<file path="src/rtl/mult_div_unit_pkg.sv">
// Shared definitions for the multicycle MULT/DIV engine and its controller:
// operation encoding, FSM state encoding and the Booth recoding helper.
package mult_div_unit_pkg;

  localparam int MDU_WIDTH = 32;

  typedef enum logic {
    OP_MULT = 1'b0,
    OP_DIV  = 1'b1
  } op_e;

  typedef enum logic [2:0] {
    ST_IDLE = 3'd0,
    ST_MUL  = 3'd1,
    ST_DIV  = 3'd2,
    ST_FIX  = 3'd3,
    ST_DONE = 3'd4
  } state_e;

  typedef enum logic [1:0] {
    BOOTH_NOP = 2'd0,
    BOOTH_ADD = 2'd1,
    BOOTH_SUB = 2'd2
  } booth_e;

  // Radix-2 Booth recoding of the current multiplier bit and the bit shifted out last step.
  function automatic booth_e booth_decode(input logic q0, input logic q_m1);
    booth_e res;
    case ({q0, q_m1})
      2'b01:   res = BOOTH_ADD;
      2'b10:   res = BOOTH_SUB;
      default: res = BOOTH_NOP;
    endcase
    return res;
  endfunction

endpackage

</file>
<file path="src/rtl/mult_div_unit_if.sv">
// Request/result bundle between the control unit (master) and the MULT/DIV engine (slave).
interface mult_div_unit_if
  import mult_div_unit_pkg::*;
#(
  parameter int WIDTH = MDU_WIDTH
) ();

  logic             start;
  op_e              op;
  logic [WIDTH-1:0] a;
  logic [WIDTH-1:0] b;
  logic             hilo_write;
  logic             busy;
  logic             done;
  logic             div0;
  logic [WIDTH-1:0] hi;
  logic [WIDTH-1:0] lo;

  modport master (
    output start, op, a, b, hilo_write,
    input  busy, done, div0, hi, lo
  );

  modport slave (
    input  start, op, a, b, hilo_write,
    output busy, done, div0, hi, lo
  );

endinterface

</file>
<file path="src/rtl/mult_div_unit.sv">
// Multicycle signed MULT (radix-2 Booth) / DIV (restoring, sign-fixed) engine with
// architectural HI/LO. One WIDTH+1 adder/subtractor is shared by both algorithms.
module mult_div_unit
  import mult_div_unit_pkg::*;
#(
  parameter int WIDTH = MDU_WIDTH
) (
  input  logic             clk,
  input  logic             reset_n,
  mult_div_unit_if.slave   bus
);

  localparam int CW = $clog2(WIDTH) + 1;

  state_e           state_q, state_d;
  logic [CW-1:0]    cnt_q, cnt_d;
  logic [WIDTH-1:0] acc_q, acc_d, mq_q, mq_d, m_q, m_d;
  logic             q1_q, q1_d;
  logic             neg_quo_q, neg_quo_d, neg_rem_q, neg_rem_d;
  logic [WIDTH-1:0] res_hi_q, res_hi_d, res_lo_q, res_lo_d;
  logic [WIDTH-1:0] hi_q, hi_d, lo_q, lo_d;
  logic             busy_q, busy_d, done_q, done_d, div0_q, div0_d;

  logic [WIDTH:0]   add_a_s, add_b_s, add_sum_s, booth_acc_s;
  logic             add_sub_s;
  logic             last_s, b_zero_s, div0_req_s;
  booth_e           booth_s;

  function automatic logic [WIDTH-1:0] abs_val(input logic [WIDTH-1:0] v);
    return v[WIDTH-1] ? (~v + {{(WIDTH-1){1'b0}}, 1'b1}) : v;
  endfunction

  assign last_s     = (cnt_q == CW'(WIDTH - 1));
  assign b_zero_s   = (bus.b == {WIDTH{1'b0}});
  assign div0_req_s = (state_q == ST_IDLE) && bus.start && (bus.op == OP_DIV) && b_zero_s;
  assign booth_s    = booth_decode(mq_q[0], q1_q);

  // Shared adder: DIV trial-subtracts |b| from the shifted remainder, MUL adds/subtracts a.
  always_comb begin
    add_a_s   = {acc_q[WIDTH-1], acc_q};
    add_b_s   = {m_q[WIDTH-1], m_q};
    add_sub_s = 1'b0;
    if (state_q == ST_DIV) begin
      add_a_s   = {acc_q, mq_q[WIDTH-1]};
      add_b_s   = {1'b0, m_q};
      add_sub_s = 1'b1;
    end else begin
      add_sub_s = (booth_s == BOOTH_SUB);
    end
    add_sum_s   = add_a_s + (add_b_s ^ {(WIDTH+1){add_sub_s}}) + {{WIDTH{1'b0}}, add_sub_s};
    booth_acc_s = (booth_s == BOOTH_NOP) ? {acc_q[WIDTH-1], acc_q} : add_sum_s;
  end

  // State register
  always_ff @(posedge clk or negedge reset_n) begin
    if (!reset_n) begin
      state_q <= ST_IDLE;
    end else begin
      state_q <= state_d;
    end
  end

  // Next-state logic
  always_comb begin
    state_d = state_q;
    case (state_q)
      ST_IDLE: begin
        if (!bus.start)                state_d = ST_IDLE;
        else if (bus.op == OP_MULT)    state_d = ST_MUL;
        else if (b_zero_s)             state_d = ST_DONE;
        else                           state_d = ST_DIV;
      end
      ST_MUL:  state_d = last_s ? ST_DONE : ST_MUL;
      ST_DIV:  state_d = last_s ? ST_FIX  : ST_DIV;
      ST_FIX:  state_d = ST_DONE;
      ST_DONE: state_d = ST_IDLE;
      default: state_d = ST_IDLE;
    endcase
  end

  // Output decode, registered so busy/done/div0 leave the block glitch-free
  always_comb begin
    busy_d = (state_d == ST_MUL) || (state_d == ST_DIV) || (state_d == ST_FIX);
    done_d = (state_d == ST_DONE);
    div0_d = div0_req_s;
  end

  // Datapath next-state: operand capture, iteration steps, sign fix-up, HI/LO commit
  always_comb begin
    cnt_d     = cnt_q;
    acc_d     = acc_q;
    mq_d      = mq_q;
    m_d       = m_q;
    q1_d      = q1_q;
    neg_quo_d = neg_quo_q;
    neg_rem_d = neg_rem_q;
    res_hi_d  = res_hi_q;
    res_lo_d  = res_lo_q;
    case (state_q)
      ST_IDLE: begin
        if (bus.start) begin
          cnt_d     = {CW{1'b0}};
          acc_d     = {WIDTH{1'b0}};
          q1_d      = 1'b0;
          neg_quo_d = bus.a[WIDTH-1] ^ bus.b[WIDTH-1];
          neg_rem_d = bus.a[WIDTH-1];
          if (bus.op == OP_MULT) begin
            m_d  = bus.a;
            mq_d = bus.b;
          end else begin
            m_d  = abs_val(bus.b);
            mq_d = abs_val(bus.a);
          end
        end else begin
          cnt_d = cnt_q;
        end
      end
      ST_MUL: begin
        acc_d = booth_acc_s[WIDTH:1];
        mq_d  = {booth_acc_s[0], mq_q[WIDTH-1:1]};
        q1_d  = mq_q[0];
        cnt_d = cnt_q + CW'(1);
        if (last_s) begin
          res_hi_d = booth_acc_s[WIDTH:1];
          res_lo_d = {booth_acc_s[0], mq_q[WIDTH-1:1]};
        end else begin
          res_hi_d = res_hi_q;
        end
      end
      ST_DIV: begin
        cnt_d = cnt_q + CW'(1);
        if (!add_sum_s[WIDTH]) begin
          acc_d = add_sum_s[WIDTH-1:0];
          mq_d  = {mq_q[WIDTH-2:0], 1'b1};
        end else begin
          acc_d = {acc_q[WIDTH-2:0], mq_q[WIDTH-1]};
          mq_d  = {mq_q[WIDTH-2:0], 1'b0};
        end
      end
      ST_FIX: begin
        res_lo_d = neg_quo_q ? (~mq_q + {{(WIDTH-1){1'b0}}, 1'b1}) : mq_q;
        res_hi_d = neg_rem_q ? (~acc_q + {{(WIDTH-1){1'b0}}, 1'b1}) : acc_q;
      end
      ST_DONE: cnt_d = cnt_q;
      default: cnt_d = {CW{1'b0}};
    endcase
  end

  // HI/LO copy whatever the result registers hold now, so a same-cycle start sees the old result
  always_comb begin
    if (bus.hilo_write) begin
      hi_d = res_hi_q;
      lo_d = res_lo_q;
    end else begin
      hi_d = hi_q;
      lo_d = lo_q;
    end
  end

  // Datapath and output registers
  always_ff @(posedge clk or negedge reset_n) begin
    if (!reset_n) begin
      cnt_q     <= {CW{1'b0}};
      acc_q     <= {WIDTH{1'b0}};
      mq_q      <= {WIDTH{1'b0}};
      m_q       <= {WIDTH{1'b0}};
      q1_q      <= 1'b0;
      neg_quo_q <= 1'b0;
      neg_rem_q <= 1'b0;
      res_hi_q  <= {WIDTH{1'b0}};
      res_lo_q  <= {WIDTH{1'b0}};
      hi_q      <= {WIDTH{1'b0}};
      lo_q      <= {WIDTH{1'b0}};
      busy_q    <= 1'b0;
      done_q    <= 1'b0;
      div0_q    <= 1'b0;
    end else begin
      cnt_q     <= cnt_d;
      acc_q     <= acc_d;
      mq_q      <= mq_d;
      m_q       <= m_d;
      q1_q      <= q1_d;
      neg_quo_q <= neg_quo_d;
      neg_rem_q <= neg_rem_d;
      res_hi_q  <= res_hi_d;
      res_lo_q  <= res_lo_d;
      hi_q      <= hi_d;
      lo_q      <= lo_d;
      busy_q    <= busy_d;
      done_q    <= done_d;
      div0_q    <= div0_d;
    end
  end

  assign bus.busy = busy_q;
  assign bus.done = done_q;
  assign bus.div0 = div0_q;
  assign bus.hi   = hi_q;
  assign bus.lo   = lo_q;

endmodule
</file>
<file path="src/flat_wrapper.sv">
// flat-port wrapper written by rule: the top's interface ports become plain ports
module mult_div_unit_flat import mult_div_unit_pkg::*;
#(
  parameter int WIDTH = MDU_WIDTH
)
  (clk, reset_n, bus_start, bus_op, bus_a, bus_b, bus_hilo_write, bus_busy, bus_done, bus_div0, bus_hi, bus_lo);
  mult_div_unit_if #(.WIDTH(WIDTH)) bus_i ();
  input  logic clk;
  input  logic reset_n;
  input wire logic [$bits(bus_i.start)-1:0] bus_start;
  input wire logic [$bits(bus_i.op)-1:0] bus_op;
  input wire logic [$bits(bus_i.a)-1:0] bus_a;
  input wire logic [$bits(bus_i.b)-1:0] bus_b;
  input wire logic [$bits(bus_i.hilo_write)-1:0] bus_hilo_write;
  output wire logic [$bits(bus_i.busy)-1:0] bus_busy;
  output wire logic [$bits(bus_i.done)-1:0] bus_done;
  output wire logic [$bits(bus_i.div0)-1:0] bus_div0;
  output wire logic [$bits(bus_i.hi)-1:0] bus_hi;
  output wire logic [$bits(bus_i.lo)-1:0] bus_lo;
  assign bus_i.start = bus_start;
  assign bus_i.op = bus_op;
  assign bus_i.a = bus_a;
  assign bus_i.b = bus_b;
  assign bus_i.hilo_write = bus_hilo_write;
  assign bus_busy = bus_i.busy;
  assign bus_done = bus_i.done;
  assign bus_div0 = bus_i.div0;
  assign bus_hi = bus_i.hi;
  assign bus_lo = bus_i.lo;
  mult_div_unit #(.WIDTH(WIDTH)) u_core (.clk(clk), .reset_n(reset_n), .bus(bus_i));
endmodule
</file>
<file path="config.mk">
export PLATFORM = sky130hd
export DESIGN_NAME = mult_div_unit_flat
export DESIGN_NICKNAME = d
export VERILOG_FILES = /design/src/rtl/mult_div_unit_pkg.sv /design/src/rtl/mult_div_unit_if.sv /design/src/rtl/mult_div_unit.sv /design/src/flat_wrapper.sv
export SDC_FILE = /design/constraint.sdc
export NUM_CORES = 1
export LEC_CHECK = 0
export ABC_AREA = 1
export CORE_MARGIN = 4
export CORE_UTILIZATION = 55
export DETAILED_ROUTE_END_ITERATION = 8
export PLACE_DENSITY_LB_ADDON = 0.3
export SKIP_CTS_REPAIR_TIMING = 1
export SLEW_MARGIN = 40
export SYNTH_ARGS = -nofsm -noshare
export SYNTH_HDL_FRONTEND = slang
export SYNTH_SLANG_ARGS = --single-unit
export TNS_END_PERCENT = 20
</file>
<file path="constraint.sdc">
create_clock -name clk -period 8 [get_ports clk]
set_input_delay 0.8 -clock clk [delete_from_list [all_inputs] [get_ports clk]]
set_output_delay 0.8 -clock clk [all_outputs]
set_load 0.01 [all_outputs]
</file>
After elaboration in Yosys (flattened, before gate mapping)
Cells that the tools add are included.

Output and inout port bits: 67. Register bits after elaboration: 239.

Equality and inequality tests: 14. Mux-type cells: 31. Reductions and logical operators: 18. Add/sub/neg operators: 7. Bitwise operators: 7.

Operators with widths (count): two-way mux 32 bit (12); case mux 32 bit (3 select lines) (2); adder 32 x 1 -> 32 bit, second input constant (4); inverter 32 bit (4); case mux 32 bit (2 select lines) (2); two-way mux 33 bit (2); adder 33 x 1 -> 33 bit (1); adder 33 bit (1); bitwise XOR 33 bit (1); logical NOT 32 bit (1); case mux 6 bit (3 select lines) (1); equality test 3 x 2 -> 1 bit, second input constant (4); two-way mux 3 bit (4); case mux 3 bit (4 select lines) (1); AND reduction 2 bit (5); adder 6 x 1 -> 6 bit, second input constant (1); equality test 3 x 1 -> 1 bit, second input constant (2); equality test 3 bit, second input constant (2); equality test 6 x 5 -> 1 bit, second input constant (1); two-way mux 6 bit (1); equality test 2 bit, second input constant (2); two-way mux 1 bit (4); case mux 2 bit (2 select lines) (1); nonzero test 2 bit (2); 12 further kinds (16).

Longest topological paths before layout
Gate-level depths: netlist of run 1.

Depth after elaboration: 10. Mapped depth: 22.

Least setup slack after synthesis of run 1
No wires, ideal clock.

Kind: reg2reg. Start point: register u_core.state_q[2]. End point: register u_core.acc_q[5]. Setup slack: 4842 ps. Buffers on the path: 2. Required time: 7863 ps. Clock period less this slack: 3158 ps. Cell stages (with the launch flop): 20. Library setup time: 137 ps. Arrival time: 3020 ps. Cells stage by stage: dfrtp_1 -> inv_2 -> nand3_4 -> nand2_2 -> buf_1 -> xor2_1 -> fa_1 -> nand2_1 -> o21ai_2 -> nand2_1 -> nand2_1 -> nand2_1 -> nand2_1 -> nand3_1 -> nand2_1 -> nand2_1 -> nand2_2 -> buf_2 -> o211ai_1 -> o211ai_1.

Longest elaborated chain between the ends: 7. Elaborated cells on any way between the ends: 15. Those cells by class: add/sub (2); eq/ne (3); mux (6); bitwise (1); reduce/logical (3).

RTL lines: start, declared (RTL line mult_div_unit.sv:15) `state_e state_q, state_d;`; start signal, assigned (RTL line mult_div_unit.sv:59) `state_q <= state_d;`; equality test 3 x 2 -> 1 bit (RTL line mult_div_unit.sv:43, mult_div_unit.sv:99); two-way mux 1 bit or two-way mux 33 bit (tied branches) (RTL line mult_div_unit.sv:43) `if (state_q == ST_DIV) begin`; bitwise XOR 33 bit (RTL line mult_div_unit.sv:50) `add_sum_s = add_a_s + (add_b_s ^ {(WIDTH+1){add_sub_s}}) + {{WIDTH{1'b0}}, add_sub_s};`; adder 33 bit (RTL line mult_div_unit.sv:50); adder 33 x 1 -> 33 bit (RTL line mult_div_unit.sv:50); two-way mux 32 bit or two-way mux 33 bit (tied branches) (RTL line mult_div_unit.sv:132, mult_div_unit.sv:51); case mux 32 bit (3 select lines) (RTL line mult_div_unit.sv:99) `case (state_q)`; end signal, assigned (RTL line mult_div_unit.sv:164) `acc_q <= {WIDTH{1'b0}};`; end, declared (RTL line mult_div_unit.sv:17) `logic [WIDTH-1:0] acc_q, acc_d, mq_q, mq_d, m_q, m_d;`.

Several ways; a longest one is shown, not always the timed one. A chain may end at the register's enable or synchronous reset.

Worst setup path in the final report of run 1
Start point: register u_core.state_q[1]. End point: register u_core.acc_q[30].

The elaborated chain is that of the path after synthesis.

==> impl_metrics.env, run 1 <==
export IMPL_grt_pass1_vias=16040
export IMPL_dieHeight_um=182.8
export IMPL_num_rows=63
export IMPL_core_um2=29870
export IMPL_worst_slew_pin_slew_ps=864.0
export IMPL_ys_seq_area_share_pct=35.58
export IMPL_yosysWarnings=0
export IMPL_outcome="finished clean"
export IMPL_finalCritPeriodShare_pct=61.01
export IMPL_grt_usage_pct=33.57
export IMPL_grt_pass1_wl_um=90160
export IMPL_ys_flop_type="dfrtp_1"
export IMPL_yosys_area_top_type_share_pct=35.58
export IMPL_synth_cell_types=57
export IMPL_syn_nets=2449
export IMPL_grt_max_degree=106
export IMPL_timing_fmax_ghz=0.2049
export IMPL_clock_sinks=239
export IMPL_syn_inst=2342
export IMPL_ys_async_sr_fraction_pct=100.0
export IMPL_tns_ps=0
export IMPL_synth_area_leaders="dfrtp_1, nand2_1, o21ai_0, inv_1, nor2_1"
export IMPL_clk_pin_slew_worst_paths_ps=70
export IMPL_synth_largest_area_cell="dfrtp_1"
export IMPL_r2r_slack_ps=3120
export IMPL_antenna_found_initial=0
export IMPL_start_util_pct=56.26
export IMPL_io_buffer_count=135
export IMPL_ys_ff_latch=239
export IMPL_insertion_delay_ps=560
export IMPL_worst_setup_path_end_kind="flip-flop"
export IMPL_rsz0062_at_grt="no"
export IMPL_drt_antenna_violating_nets=0
export IMPL_slew_headroom_pct=42.40
export IMPL_cts_htree_levels=1
export IMPL_drv_cap=0
export IMPL_avgSynthCellArea_um2=7.177
export IMPL_hpwl_um=42020
export IMPL_synth_area_um2=16810
export IMPL_cts_buffers_inserted=26
export IMPL_viasPerCell=6.112
export IMPL_drcViolationCount=0
export IMPL_critPathArrivalTime_ps=5350
export IMPL_clk_path_buf_depth=3
export IMPL_die_w_um=182.8
export IMPL_path_max_fanout=73
export IMPL_fin_worst_skew_ps=30.52
export IMPL_drv_slew=0
export IMPL_cts_tree="built"
export IMPL_min_period_ps=4881
export IMPL_synth_most_common_cell="nand2_1"
export IMPL_fin_nets=2510
export IMPL_firstDrtPassIters=7
export IMPL_vias=17190
export IMPL_drtIter0Drc=2331
export IMPL_gr_total_overflow=0
export IMPL_die_area_um2=33420
export IMPL_drive_gt1_share_pct=6.317
export IMPL_setup_viol=0
export IMPL_worstHoldPathType="in2async"
export IMPL_ios=136
export IMPL_synthToLayoutAreaGrowth_pct=14.52
export IMPL_hold_violations=0
export IMPL_finalWirelength_um=56900
export IMPL_wl_per_cell_um=20.23
export IMPL_critPathLaunchType="flip-flop"
export IMPL_path_class="reg2reg"
export IMPL_place_congestion=1.025
export IMPL_critical_path_required_ps=8470
export IMPL_synth_edf_count=0
export IMPL_antenna_diode_count=0
export IMPL_root_buffer="clkbuf_16"
export IMPL_synthTopCellsByCount="nand2_1, dfrtp_1, inv_1"
[worst max-delay path, stage by stage, from the launching register on]
cell and delay (ps):
dfrtp_1 490, nand3_4 580, inv_1 370, buf_4 540, o21ai_0 280, ha_1 410
nand2_1 110, inv_1 60, a21oi_1 220, o21ai_0 170, a21oi_1 200, nand3_1 140
nand2_4 460, nand2_2 330, o21ai_1 170, nand2_1 80, nand3_1 100
[per-layer routing]
metal	vias up	routed length, um	global-route usage, %
li1	8058	-	-
met1	7984	24960	52.49
met2	1021	23300	47.61
met3	125	6620	5.791
met4	0	2016	10.13
met5	-	0	0
[flip-flops by register name, summed over array words and instances (netlist names)]
name	count
u_core.bus.lo	32
u_core.q1_q	1
u_core.mq_q	32
u_core.neg_quo_q	1
u_core.bus.done	1
u_core.bus.busy	1
u_core.cnt_q	6
u_core.bus.div0	1
u_core.bus.hi	32
u_core.neg_rem_q	1
u_core.acc_q	32
u_core.state_q	3
u_core.res_lo_q	32
u_core.m_q	32
u_core.res_hi_q	32
[kinds of logic after synthesis]
| logic type | synth area share [%] |
|---|---|
| muxes | 2.479 |
| and+or+nand+nor | 25.44 |
| xor gates and xnor gates | 4.943 |
| buffers and inverters | 8.404 |
| AOI/OAI and AO/OA | 20.28 |
| DFF | 35.58 |
| adders and majority gates | 2.873 |
[final cells by class]
type / count / area [um^2]
fill: 2675 / 10630
multi-input combinational: 1735 / 9440
sequential: 239 / 5982
timing repair buffer: 156 / 1570
inverter: 245 / 919.6
clock buffer: 31 / 699.4
tap: 390 / 488.0
clock inverter: 16 / 148.9
[path summary, 6_finish.rpt]
check,startpoint,endpoint,cells after the start
setup / recovery,u_core.state_q[1],u_core.acc_q[30],16
hold / removal,reset_n,u_core.bus.lo[17],1
setup reg to reg,u_core.state_q[1],u_core.acc_q[30],16
hold reg to reg,u_core.res_hi_q[24],u_core.res_hi_q[24],2
max in group asynchronous,reset_n,u_core.bus.hi[3],3
min in group clk,u_core.res_hi_q[24],u_core.res_hi_q[24],2
[cells in the final DEF, fill, tap and decap left out, types with 28 or more instances in the layout]
| cell type | netlist | final |
|---|---|---|
| a21oi_1 | 138 | 138 |
| a221oi_1 | 28 | 28 |
| a22oi_1 | 28 | 28 |
| clkdlybuf4s50_1 | 0 | 133 |
| dfrtp_1 | 239 | 238 |
| ha_1 | 37 | 37 |
| inv_1 | 236 | 235 |
| mux2_2 | 37 | 37 |
| nand2_1 | 534 | 534 |
| nand3_1 | 160 | 160 |
| nor2_1 | 222 | 220 |
| nor3_1 | 34 | 34 |
| o211ai_1 | 62 | 62 |
| o21ai_0 | 178 | 178 |
| o221ai_1 | 53 | 53 |
| xor2_1 | 75 | 75 |
[through the flow]
stage / worst slack (ps) / hold slack, ps / instance area [um^2] / instances / utilization, %
after floorplan: 4842 / 443.4 / 16810 / 2342 / -
after global placement: 2895 / 461.4 / 18310 / 2762 / 61.28
after detailed placement: 3290 / 468.7 / 18370 / 2764 / 61.48
after CTS: 3257 / 328.8 / 19220 / 2811 / 64.32
after global routing: 2631 / 122.6 / 19250 / 2812 / 64.43
final: 3119 / 111.6 / 19250 / 2812 / 64.43
Power of run 1 is not shown: default switching activity piles up to over one toggle a cycle in this logic, so the estimate is an artifact.
==> run 2: changes to the inputs <==
clock period = 4.5 ns   (was 8 ns; I/O delays follow)
==> run 2 against run 1 <==
Maximum frequency is 24% higher. Clock-buffer cell count up 7. Design area is 0.49% higher. Via count is 1.0% higher. Final cell count grew 0.25%. Worst setup slack got worse by 2600 ps. Non-clock buffer count up 7. Register-to-register slack lost 2600 ps. Global-route usage shrank 0.28 points. Worst hold slack improved by 340 ps.
==> impl_metrics.env, run 2 (synthesis results as in run 1) <==
export IMPL_grt_pass1_vias=16090
export IMPL_tns_ps=0
export IMPL_vias=17360
export IMPL_grt_pass1_wl_um=89490
export IMPL_dieHeight_um=182.8
export IMPL_final_common_cell="nand2_1"
export IMPL_synthToLayoutAreaGrowth_pct=15.08
export IMPL_worst_setup_path_end_kind="flip-flop"
export IMPL_fin_worst_skew_ps=12.53
export IMPL_clk_path_buf_depth=3
export IMPL_io_buffer_count=135
export IMPL_cts_htree_levels=1
export IMPL_rsz0062_at_grt="no"
export IMPL_hold_violations=0
export IMPL_clk_pin_slew_worst_paths_ps=60
export IMPL_worstHoldPathType="in2reg"
export IMPL_r2r_slack_ps=570
export IMPL_drcViolationCount=0
export IMPL_cts_buffers_inserted=27
export IMPL_path_max_fanout=66
export IMPL_path_class="reg2reg"
export IMPL_met3WireLength_um=6717
export IMPL_worst_slew_pin_slew_ps=801.4
export IMPL_num_rows=63
export IMPL_drtIter0Drc=2372
export IMPL_drt_antenna_violating_nets=0
export IMPL_place_area_um2=18440
export IMPL_place_congestion=1.016
export IMPL_fin_nets=2518
export IMPL_slew_headroom_pct=46.51
export IMPL_setup_viol=0
export IMPL_critPathArrivalTime_ps=4360
export IMPL_core_um2=29870
export IMPL_pre_cts_slack_ps=637.7
export IMPL_hpwl_um=43140
export IMPL_min_period_ps=3933
export IMPL_drive_gt1_share_pct=6.587
export IMPL_antenna_diode_count=0
export IMPL_cts_tree="built"
export IMPL_mostFrequentLayoutCells="nand2_1, dfrtp_1, inv_1"
export IMPL_timing_fmax_ghz=0.2543
export IMPL_finalCritPeriodShare_pct=87.40
export IMPL_start_util_pct=56.26
export IMPL_ios=136
export IMPL_firstDrtPassIters=8
export IMPL_die_w_um=182.8
export IMPL_worst_slack_ps=567.0
export IMPL_drv_cap=0
export IMPL_top_layer="met5"
export IMPL_viasPerCell=6.160
export IMPL_final_cell_area_um2=19340
export IMPL_drv_slew=0
export IMPL_path_cells="nand3_4 > buf_4 > nand3_1 > and2_1 > fa_1 > nand2_1 > o21ai_2 > nand2_1 > nand2_1 > nand2_1 > nand2_1 > nand3_1 > nand2_1 > nand2_1 > nand2_2 > nand2_2 > o21ai_1 > nand2_1 > nand3_1"
export IMPL_wl_met2_um=24120
export IMPL_critPathLaunchType="flip-flop"
export IMPL_wl_met1_um=24500
export IMPL_critPathMostFrequentCell="nand2_1"
export IMPL_critical_path_required_ps=4930
export IMPL_root_buffer="clkbuf_16"
export IMPL_cpPeakStageDelay_ps=520
export IMPL_die_area_um2=33420
export IMPL_grt_usage_pct=33.29
export IMPL_critPathSlowestCell="buf_4"
export IMPL_finalWirelength_um=57010
export IMPL_clock_sinks=239
export IMPL_wl_per_cell_um=20.22
export IMPL_insertion_delay_ps=560
export IMPL_antenna_found_initial=1
export IMPL_grt_max_degree=105
export IMPL_outcome="finished clean"
export IMPL_gr_total_overflow=0
==> run 2: cell count changes in the layout (fill, tap and decap cells not counted), moves of 2 or more <==
cell,previous run,this run
clkbuf_8,3,10
buf_4,16,22
buf_12,0,3
buf_6,3,1
clkinv_4,2,0
clkinvlp_4,6,4
nand2_2,2,4
nand2_4,2,0
==> run 2: worst paths after layout <==
check | end | depth (start not counted) | startpoint
max | u_core.acc_q[25] | 19 | u_core.state_q[1]
min | u_core.bus.hi[17] | 2 | bus_hilo_write
max reg2reg | u_core.acc_q[25] | 19 | u_core.state_q[1]
min reg2reg | u_core.res_hi_q[27] | 2 | u_core.res_hi_q[27]
max in group asynchronous | u_core.res_lo_q[28] | 3 | reset_n
min in group asynchronous | u_core.bus.lo[16] | 2 | reset_n
==> run 2: through the flow <==
stage	instances	utilization, %	hold WS (ps)
6_report	2819	64.75	450.4
5_1_grt	2819	64.75	485.3
4_1_cts	2818	64.71	-71.30
3_5_place_dp	2771	61.74	465.1
3_3_place_gp	2769	61.58	461.4
2_1_floorplan	2342	-	154.4
==> run 2: layout make-up <==
class / count / area (um^2)
timing repair buffer: 163 / 1635
clock inverter: 9 / 70.07
inverter: 245 / 919.6
multi-input combinational: 1735 / 9433
tap: 390 / 488.0
fill: 2618 / 10530
clock buffer: 38 / 817.0
sequential: 239 / 5981
==> run 2: worst max-delay path: cells and delay by family, from the launching register on <==
family	cells	cell delay (ps)
AND/OR/NAND/NOR	15	2170
buffers and inverters	1	520
flip-flops	1	470
adder cells (fa/ha/maj)	1	410
AO/OA/AOI/OAI	2	230
==> run 2: metal layers <==
layer,up-vias,track usage [%]
met5,-,0
met1,8148,50.24
met2,1018,48.76
li1,8094,-
met3,102,6.862
met4,2,9.327
Power of run 2 is left out for the same reason.
